[config.mk]
export PLATFORM = sky130hd
export DESIGN_NAME = mem_port_arbiter
export DESIGN_NICKNAME = d
export VERILOG_FILES = /design/src/rtl/mem_port_arbiter.sv
export SDC_FILE = /design/constraint.sdc
export NUM_CORES = 1
export LEC_CHECK = 0
export BUFFER_PORTS_ARGS = -buffer_cell sky130_fd_sc_hd__buf_4
export CORE_AREA = 3 3 127 129
export DETAILED_ROUTE_END_ITERATION = 7
export DIE_AREA = 0 0 130 132
export PLACE_DENSITY_LB_ADDON = 0.15
export SLEW_MARGIN = 15
export SYNTH_ARGS = -nofsm -noshare
export SYNTH_HDL_FRONTEND = slang
export SYNTH_SLANG_ARGS = --single-unit
[constraint.sdc]
create_clock -name clk -period 1.8 [get_ports clk]
set_input_delay 0.27 -clock clk [delete_from_list [all_inputs] [get_ports clk]]
set_output_delay 0.27 -clock clk [all_outputs]
set_load 0.05 [all_outputs]
[src/rtl/mem_port_arbiter.sv]
// Shares one fixed-latency memory port between I-fetch and D load/store; each access takes LAT+3 cycles, ack in E+2+LAT.
// Requesters hold req until their one-cycle ack; the ungranted side simply keeps waiting with req held.
module mem_port_arbiter #(
    parameter int LAT  = 2,
    parameter int PRIO = 0,
    parameter int AW   = 32
) (
    input  logic          clk,
    input  logic          rst,
    input  logic          i_req,
    input  logic [AW-1:0] i_addr,
    output logic [31:0]   i_rdata,
    output logic          i_ack,
    input  logic          d_req,
    input  logic          d_we,
    input  logic [3:0]    d_be,
    input  logic [AW-1:0] d_addr,
    input  logic [31:0]   d_wdata,
    output logic [31:0]   d_rdata,
    output logic          d_ack,
    output logic          m_en,
    output logic          m_we,
    output logic [3:0]    m_be,
    output logic [AW-1:0] m_addr,
    output logic [31:0]   m_wdata,
    input  logic [31:0]   m_rdata,
    output logic          viol
);

    typedef enum logic [1:0] {IDLE, ISSUE, WAIT, DONE} state_t;

    typedef struct packed {
        logic          side_d;
        logic          we;
        logic [3:0]    be;
        logic [AW-1:0] addr;
        logic [31:0]   wdata;
    } acc_t;

    state_t     state;
    state_t     state_nxt;
    acc_t       acc;
    acc_t       grant_acc;
    logic [3:0] cnt;
    logic       last_d;
    logic       grant_d;
    logic       wait_last;
    logic       granted_req;

    // Round-robin ties go to the side that did not win last; fixed mode always favours D.
    always_comb begin
        grant_d = d_req && (!i_req || (PRIO == 0) || !last_d);
        grant_acc.side_d = grant_d;
        grant_acc.we     = grant_d && d_we;
        grant_acc.be     = grant_d ? d_be    : 4'hF;
        grant_acc.addr   = grant_d ? d_addr  : i_addr;
        grant_acc.wdata  = grant_d ? d_wdata : 32'h0;
    end

    assign wait_last   = (cnt == 4'd1);
    assign granted_req = acc.side_d ? d_req : i_req;

    assign m_be    = acc.be;
    assign m_addr  = acc.addr;
    assign m_wdata = acc.wdata;

    always_ff @(posedge clk or negedge rst) begin
        if (!rst) begin
            state <= IDLE;
        end else begin
            state <= state_nxt;
        end
    end

    always_comb begin
        state_nxt = state;
        m_en      = 1'b0;
        m_we      = 1'b0;
        i_ack     = 1'b0;
        d_ack     = 1'b0;
        case (state)
            IDLE: begin
                if (i_req || d_req) begin
                    state_nxt = ISSUE;
                end
            end
            ISSUE: begin
                m_en      = 1'b1;
                m_we      = acc.we;
                state_nxt = WAIT;
            end
            WAIT: begin
                if (wait_last) begin
                    state_nxt = DONE;
                end
            end
            DONE: begin
                i_ack     = !acc.side_d;
                d_ack     = acc.side_d;
                state_nxt = IDLE;
            end
            default: state_nxt = IDLE;
        endcase
    end

    always_ff @(posedge clk or negedge rst) begin
        if (!rst) begin
            acc     <= '0;
            cnt     <= 4'd0;
            last_d  <= 1'b1;
            i_rdata <= 32'h0;
            d_rdata <= 32'h0;
            viol    <= 1'b0;
        end else begin
            case (state)
                IDLE: begin
                    if (i_req || d_req) begin
                        acc <= grant_acc;
                    end
                end
                ISSUE: begin
                    cnt <= 4'(LAT);
                end
                WAIT: begin
                    cnt <= cnt - 4'd1;
                    if (wait_last && !acc.we) begin
                        if (acc.side_d) begin
                            d_rdata <= m_rdata;
                        end else begin
                            i_rdata <= m_rdata;
                        end
                    end
                end
                DONE: begin
                    last_d <= acc.side_d;
                end
                default: ;
            endcase
            // Dropping req mid-access is flagged but the access still runs to its ack.
            if ((state == ISSUE || state == WAIT) && !granted_req) begin
                viol <= 1'b1;
            end
        end
    end

endmodule
==> results of run 1 <==
## power breakdown
part	total (mW)	switching (mW)	internal [mW]
Sequential	5.62	0.918	4.70
Combinational	10.6	7.27	3.38
Clock	3.27	1.33	1.94
## cells by family after synthesis
logic type,after synthesis,synth area share
simple gates,156,0.106
buf+inv,103,0.109
flops,141,0.550
mux,99,0.185
fa+ha+maj,6,0.0117
compound gates,45,0.0386
## cell type report
type	instances	area, um^2	area share
timing repair buffer	286	2250	0.255
sequential	141	3530	0.401
multi-input combinational	306	2200	0.251
tap	188	235	0.0268
inverter	5	18.8	0.00213
clock inverter	13	115	0.0131
clock buffer	19	443	0.0504
## flip-flops by register name, summed over array words and instances (netlist names)
name and flops:
m_addr 32, viol 1, cnt 4, i_rdata 32
acc 2, m_be 4, state 2, d_rdata 32
m_wdata 32
## stage by stage
| stage | setup slack (ns) | cells | total power, mW | cell area [um^2] | hold WS (ns) |
|---|---|---|---|---|---|
| floorplan | 0.104 | 550 | 13.8 | 6420 | -0.0256 |
| global placement | 0.0649 | 924 | 16.2 | 8190 | 0.167 |
| detailed placement | 0.0294 | 924 | 16.4 | 8190 | 0.169 |
| CTS | 0.0141 | 957 | 19.8 | 8760 | 0.0548 |
| global route | 0.0107 | 958 | 20.6 | 8790 | 0.0625 |
| finish | 0.107 | 958 | 19.5 | 8790 | 0.0789 |
## layout by cell type (no fill, tap or decap), types with 2 or more instances in the layout
master / synthesis / final
nor2b_1: 5 / 5
inv_6: 0 / 3
inv_1: 5 / 4
clkbuf_16: 0 / 18
mux2_1: 30 / 30
buf_4: 68 / 277
nand2_2: 2 / 2
mux2_2: 5 / 5
clkinvlp_4: 0 / 4
clkinv_2: 0 / 4
nand3_1: 33 / 33
mux2_4: 30 / 30
buf_12: 0 / 6
nand2_1: 106 / 106
ha_1: 6 / 5
o21ai_0: 38 / 38
nor2_1: 3 / 3
and2_1: 2 / 2
mux2i_1: 34 / 34
dfrtp_1: 141 / 141
## path summary, 6_finish.rpt
| path | from | to |
|---|---|---|
| min reg2reg | viol | viol |
| max reg2reg | state[0] | i_rdata[1] |
| min in group asynchronous | rst | d_rdata[5] |
| min | m_rdata[12] | d_rdata[12] |
| max | state[0] | i_rdata[1] |
| max in group asynchronous | rst | i_rdata[13] |
## metal layers
layer / up-vias / track usage / part of all wire / routed length (um)
met4: 0 / 0.0704 / 0.023 / 349
met3: 28 / 0.0673 / 0.092 / 1400
met2: 205 / 0.290 / 0.48 / 7320
met5: - / 0 / 0 / 0
li1: 2190 / - / - / -
met1: 2189 / 0.214 / 0.41 / 6220
## worst reg2reg max path: cells and delay by family (launching register included)
family	cells	cell delay [ns]
simple gates	2	0.34
fa+ha+maj	1	0.21
mux	1	0.36
buf+inv	2	0.28
flops	1	0.39
## what timing repair did
action                                  in CTS  in global routing
resized for setup                            0                  4
hold buffers                                 1                  0
hold endpoints to repair                    27                  0
endpoints found under the setup margin       0                  3
==> run_results.csv, run 1 <==
group,metric,value,unit
status,status,"completed",
drt,drc,0,
grt,grt_pass1_wl,24100,um
setup_path,reg2reg_slack,0.11,ns
die,chipHeight,132,um
grt,grtUsageTotal,0.178,
setup_path,crit_fanout,16,
clock_network,htreeDepth,4,
clock_network,clock-sinks,141,
timing,hold_viol,0,
timing,finalCriticalPeriod,1.69,ns
setup_path,slowest_stage,"dfrtp_1",
synthesis,synth.avg_cell_area,11.7,um^2
synthesis,synthTopCellsByCount,"dfrtp_1 (141), nand2_1 (106), buf_4 (68)",
run,maxCapViolCount,0,
clock_network,path_clk_slew,0.06,ns
synthesis,syn_area,0.00642,mm^2
timing,fin_crit_sh,0.940,
timing,clock_skew,0.00673,ns
clock_network,cts-root-buf,"clkbuf_16",
drt,antenna_left,0,
layout,area_delta_synth_final,37.0,%
drt,wl_per_cell,16.0,um
drt,wl,15300,um
layout,diodes,0,
synthesis,async_reset_ff_frac,1.00,
layout,drive_gt1_frac,0.466,
place,place_hpwl,11400,um
power,powerDensity,2220,mW/mm^2
setup_path,worstPathBufferInverterCount,2,
synthesis,synth_cells,550,
clock_network,cts_buffers,17,
setup_path,reg2reg_depth,6,
grt,grt_overflow_total,0,
layout,utilization,0.580,
setup_path,critPathCaptureType,"register",
synthesis,syn_nets,693,
grt,grt_pass1_vias,4735,
min_path,min_path_cells,2,
synthesis,synth_seq_area_share,0.550,
die,start_util,0.424,
place,port_buffers,273,
die,ios,274,
timing,slew_headroom,0.648,
layout,num-nets-final,900,
drt,via_per_inst,4.81,
timing,rsz0062_at_grt,"false",
setup_path,cp_slowest_stage_delay,0.39,ns
drt,vias,4612,
clock_network,clk_latency,0.41,ns
die,core_area,0.0151,mm^2
clock_network,cts_setup_buffers,0,
setup_path,crit_arrival,1.99,ns
drt,drt-pass1-iter-count,6,
synthesis,yosysTopAreaCell,"dfrtp_1",
timing,finalSetupViolations,0,
place,routabilityCongestion,0.784,
synthesis,synth_edf_count,0,
synthesis,synthDistinctLibCells,30,
setup_path,worstPathCellList,"inv_1, ha_1, and2b_1, nand2_2, buf_12, mux2_2",
setup_path,critPathLaunchType,"register",
timing,fin_tns_setup,0,ns
power,ir_drop,0.893,mV
synthesis,synth_top_cell_area_share,0.550,
grt,grt_max_degree,53,
clock_network,cts_buffer_depth,2,
min_path,hold_path.class,"in2reg",
die,rows,45,
setup_path,cp.required,2.09,ns
die,die_x,130,um
timing,worst_pin_slew,0.528,ns
timing,fmaxAchievable,591,MHz
setup_path,crit_type,"reg2reg",
layout,fill_cells,1260,
synthesis,synth_warnings,0,
die,dieArea,0.0172,mm^2
power,p_leak,4.61,nW
grt,antenna_found_initial,0,
synthesis,ys.flop_type,"dfrtp_1",
drt,dr.first_iter.drc_count,182,
synthesis,synth_seq_cells,141,
timing,slew_viol_final,0,
clock_network,cts_tree,"done",
synthesis,yosysMostFrequentCell,"dfrtp_1",
synthesis,synth_area_leaders,"dfrtp_1 (55%), buf_4 (8.0%), mux2_4 (7.0%)",
setup_path,cp.depth,6,
setup_path,critPathTopFamily,"flip-flops",
No activity file was read; power rests on OpenSTA's default activity.
==> run 2: changes to the inputs <==
--- a/config.mk
+++ b/config.mk
@@ -5,7 +5,7 @@
 export SDC_FILE = /design/constraint.sdc
 export NUM_CORES = 1
 export LEC_CHECK = 0
-export BUFFER_PORTS_ARGS = -buffer_cell sky130_fd_sc_hd__buf_4
+export BUFFER_PORTS_ARGS = -buffer_cell sky130_fd_sc_hd__buf_2
 export CORE_AREA = 3 3 127 129
 export DETAILED_ROUTE_END_ITERATION = 7
 export DIE_AREA = 0 0 130 132
==> run 2 against run 1 <==
Effect of this change: fmax fell by 2.8%; largest cell class unchanged; count of clock-buffer cells in the layout rose by 1; via count fell by 2.2%; die area did not move; utilization fell by 4.0 points; critical path depth fell by 1; worst hold slack improved by 0.0060 ns; wire length fell by 4.5%; global-route usage fell by 0.67 points.
==> run_results.csv, run 2 (synthesis results as in run 1) <==
group,metric,value,unit
layout,num-nets-final,907,
die,core_area,0.0151,mm^2
place,place_hpwl,11200,um
grt,grt_pass1_vias,4614,
timing,fin_crit_sh,0.968,
grt,grtUsageTotal,0.172,
run,maxCapViolCount,0,
layout,final_area,0.00819,mm^2
timing,hold_ws,0.0849,ns
die,ios,274,
drt,drc,0,
clock_network,cts_buffers,17,
layout,area_delta_synth_final,27.6,%
timing,slew_headroom,0.618,
timing,worst_pin_slew,0.573,ns
timing,slew_viol_final,0,
min_path,hold_path.class,"in2reg",
setup_path,cp.required,2.09,ns
drt,wl,14600,um
layout,layout_common_cells,"buf_2 (270), dfrtp_1 (141), nand2_1 (106)",
setup_path,worstPathCellList,"inv_1, ha_1, or3b_2, a22oi_2, mux2_2",
setup_path,critPathTopFamily,"simple AND/OR/NAND/NOR gates",
die,start_util,0.424,
timing,finalSetupViolations,0,
drt,dr.first_iter.drc_count,180,
clock_network,clock-sinks,141,
layout,layout_commonest_cell,"buf_2",
die,die_x,130,um
setup_path,crit_type,"reg2reg",
grt,grt_pass1_wl,23400,um
layout,diodes,0,
clock_network,cts_buffer_depth,2,
clock_network,path_clk_slew,0.06,ns
grt,grt_overflow_total,0,
die,dieArea,0.0172,mm^2
die,chipHeight,132,um
drt,drt-pass1-iter-count,4,
place,routabilityCongestion,0.747,
layout,drive_gt1_frac,0.470,
setup_path,worstPathBufferInverterCount,1,
drt,via_per_inst,4.67,
clock_network,cts_tree,"done",
status,status,"completed",
drt,wl_per_cell,15.1,um
setup_path,crit_fanout,3,
place,port_buffers,273,
clock_network,cts_setup_buffers,0,
grt,antenna_found_initial,1,
clock_network,htreeDepth,4,
timing,finalCriticalPeriod,1.74,ns
setup_path,slowest_stage,"or3b_2",
setup_path,cp_slowest_stage_delay,0.46,ns
timing,hold_viol,0,
place,placed_area,0.00757,mm^2
setup_path,critPathLaunchType,"register",
drt,vias,4510,
die,rows,45,
timing,fmaxAchievable,574,MHz
grt,grt_max_degree,47,
clock_network,clk_latency,0.41,ns
timing,clock_skew,0.00689,ns
drt,antenna_left,0,
setup_path,crit_arrival,2.03,ns
clock_network,cts-root-buf,"clkbuf_16",
setup_path,critPathCaptureType,"register",
==> run 2: changes by cell type in the layout (fill, tap and decap cells not counted), moves of 2 or more <==
cell / change
buf_2: +270
buf_4: -263
clkinv_2: -2
clkinv_4: +2
==> run 2: metal layers <==
layer | routed length, um | GRT usage
met1 | 6240 | 0.214
met2 | 7080 | 0.280
met3 | 1120 | 0.0588
met4 | 160 | 0.0566
met5 | 13 | 0
==> run 2: final timing paths <==
path	start	slack, ns	cells after the start	end
max	cnt[1]	0.06	5	state[1]
max reg2reg	cnt[1]	0.06	5	state[1]
min in group asynchronous	rst	0.36	2	i_rdata[6]
max in group asynchronous	rst	0.89	3	i_rdata[13]
min	d_wdata[27]	0.08	3	m_wdata[27]
min reg2reg	m_wdata[5]	0.46	2	m_wdata[5]
==> run 2: repair_timing <==
action / in CTS / in global routing
setup endpoints to repair: 0 / 3
hold buffers: 1 / 0
gates resized for setup: 0 / 7
hold endpoints to repair: 38 / 0
==> run 2: metrics by stage <==
stage / setup WS (ns) / std cells / utilization / setup TNS [ns]
after floorplan: 0.104 / 550 / - / 0
after global placement: 0.0658 / 932 / 0.500 / 0
after detailed placement: 0.0169 / 932 / 0.500 / 0
after CTS: 0.00775 / 965 / 0.539 / 0
after global routing: -0.0356 / 965 / 0.541 / -0.381
final: 0.0583 / 965 / 0.541 / 0
==> run 2: layout make-up <==
class                      instances  area [um^2]
fill                            1330         6960
sequential                       141         3530
multi-input combinational        306         2200
timing repair buffer             293         1610
clock buffer                      20          457
tap                              188          235
clock inverter                    12          136
inverter                           5         18.8
==> run 2: worst min-delay path: cells and delay by family <==
family                 cells  cell delay [ns]
buffers and inverters      1             0.08
and+or+nand+nor            2             0.12
Power of run 2 is left out: the tool's default activity adds up to more than one toggle a clock period on the data nets, which glitch-free logic cannot reach.
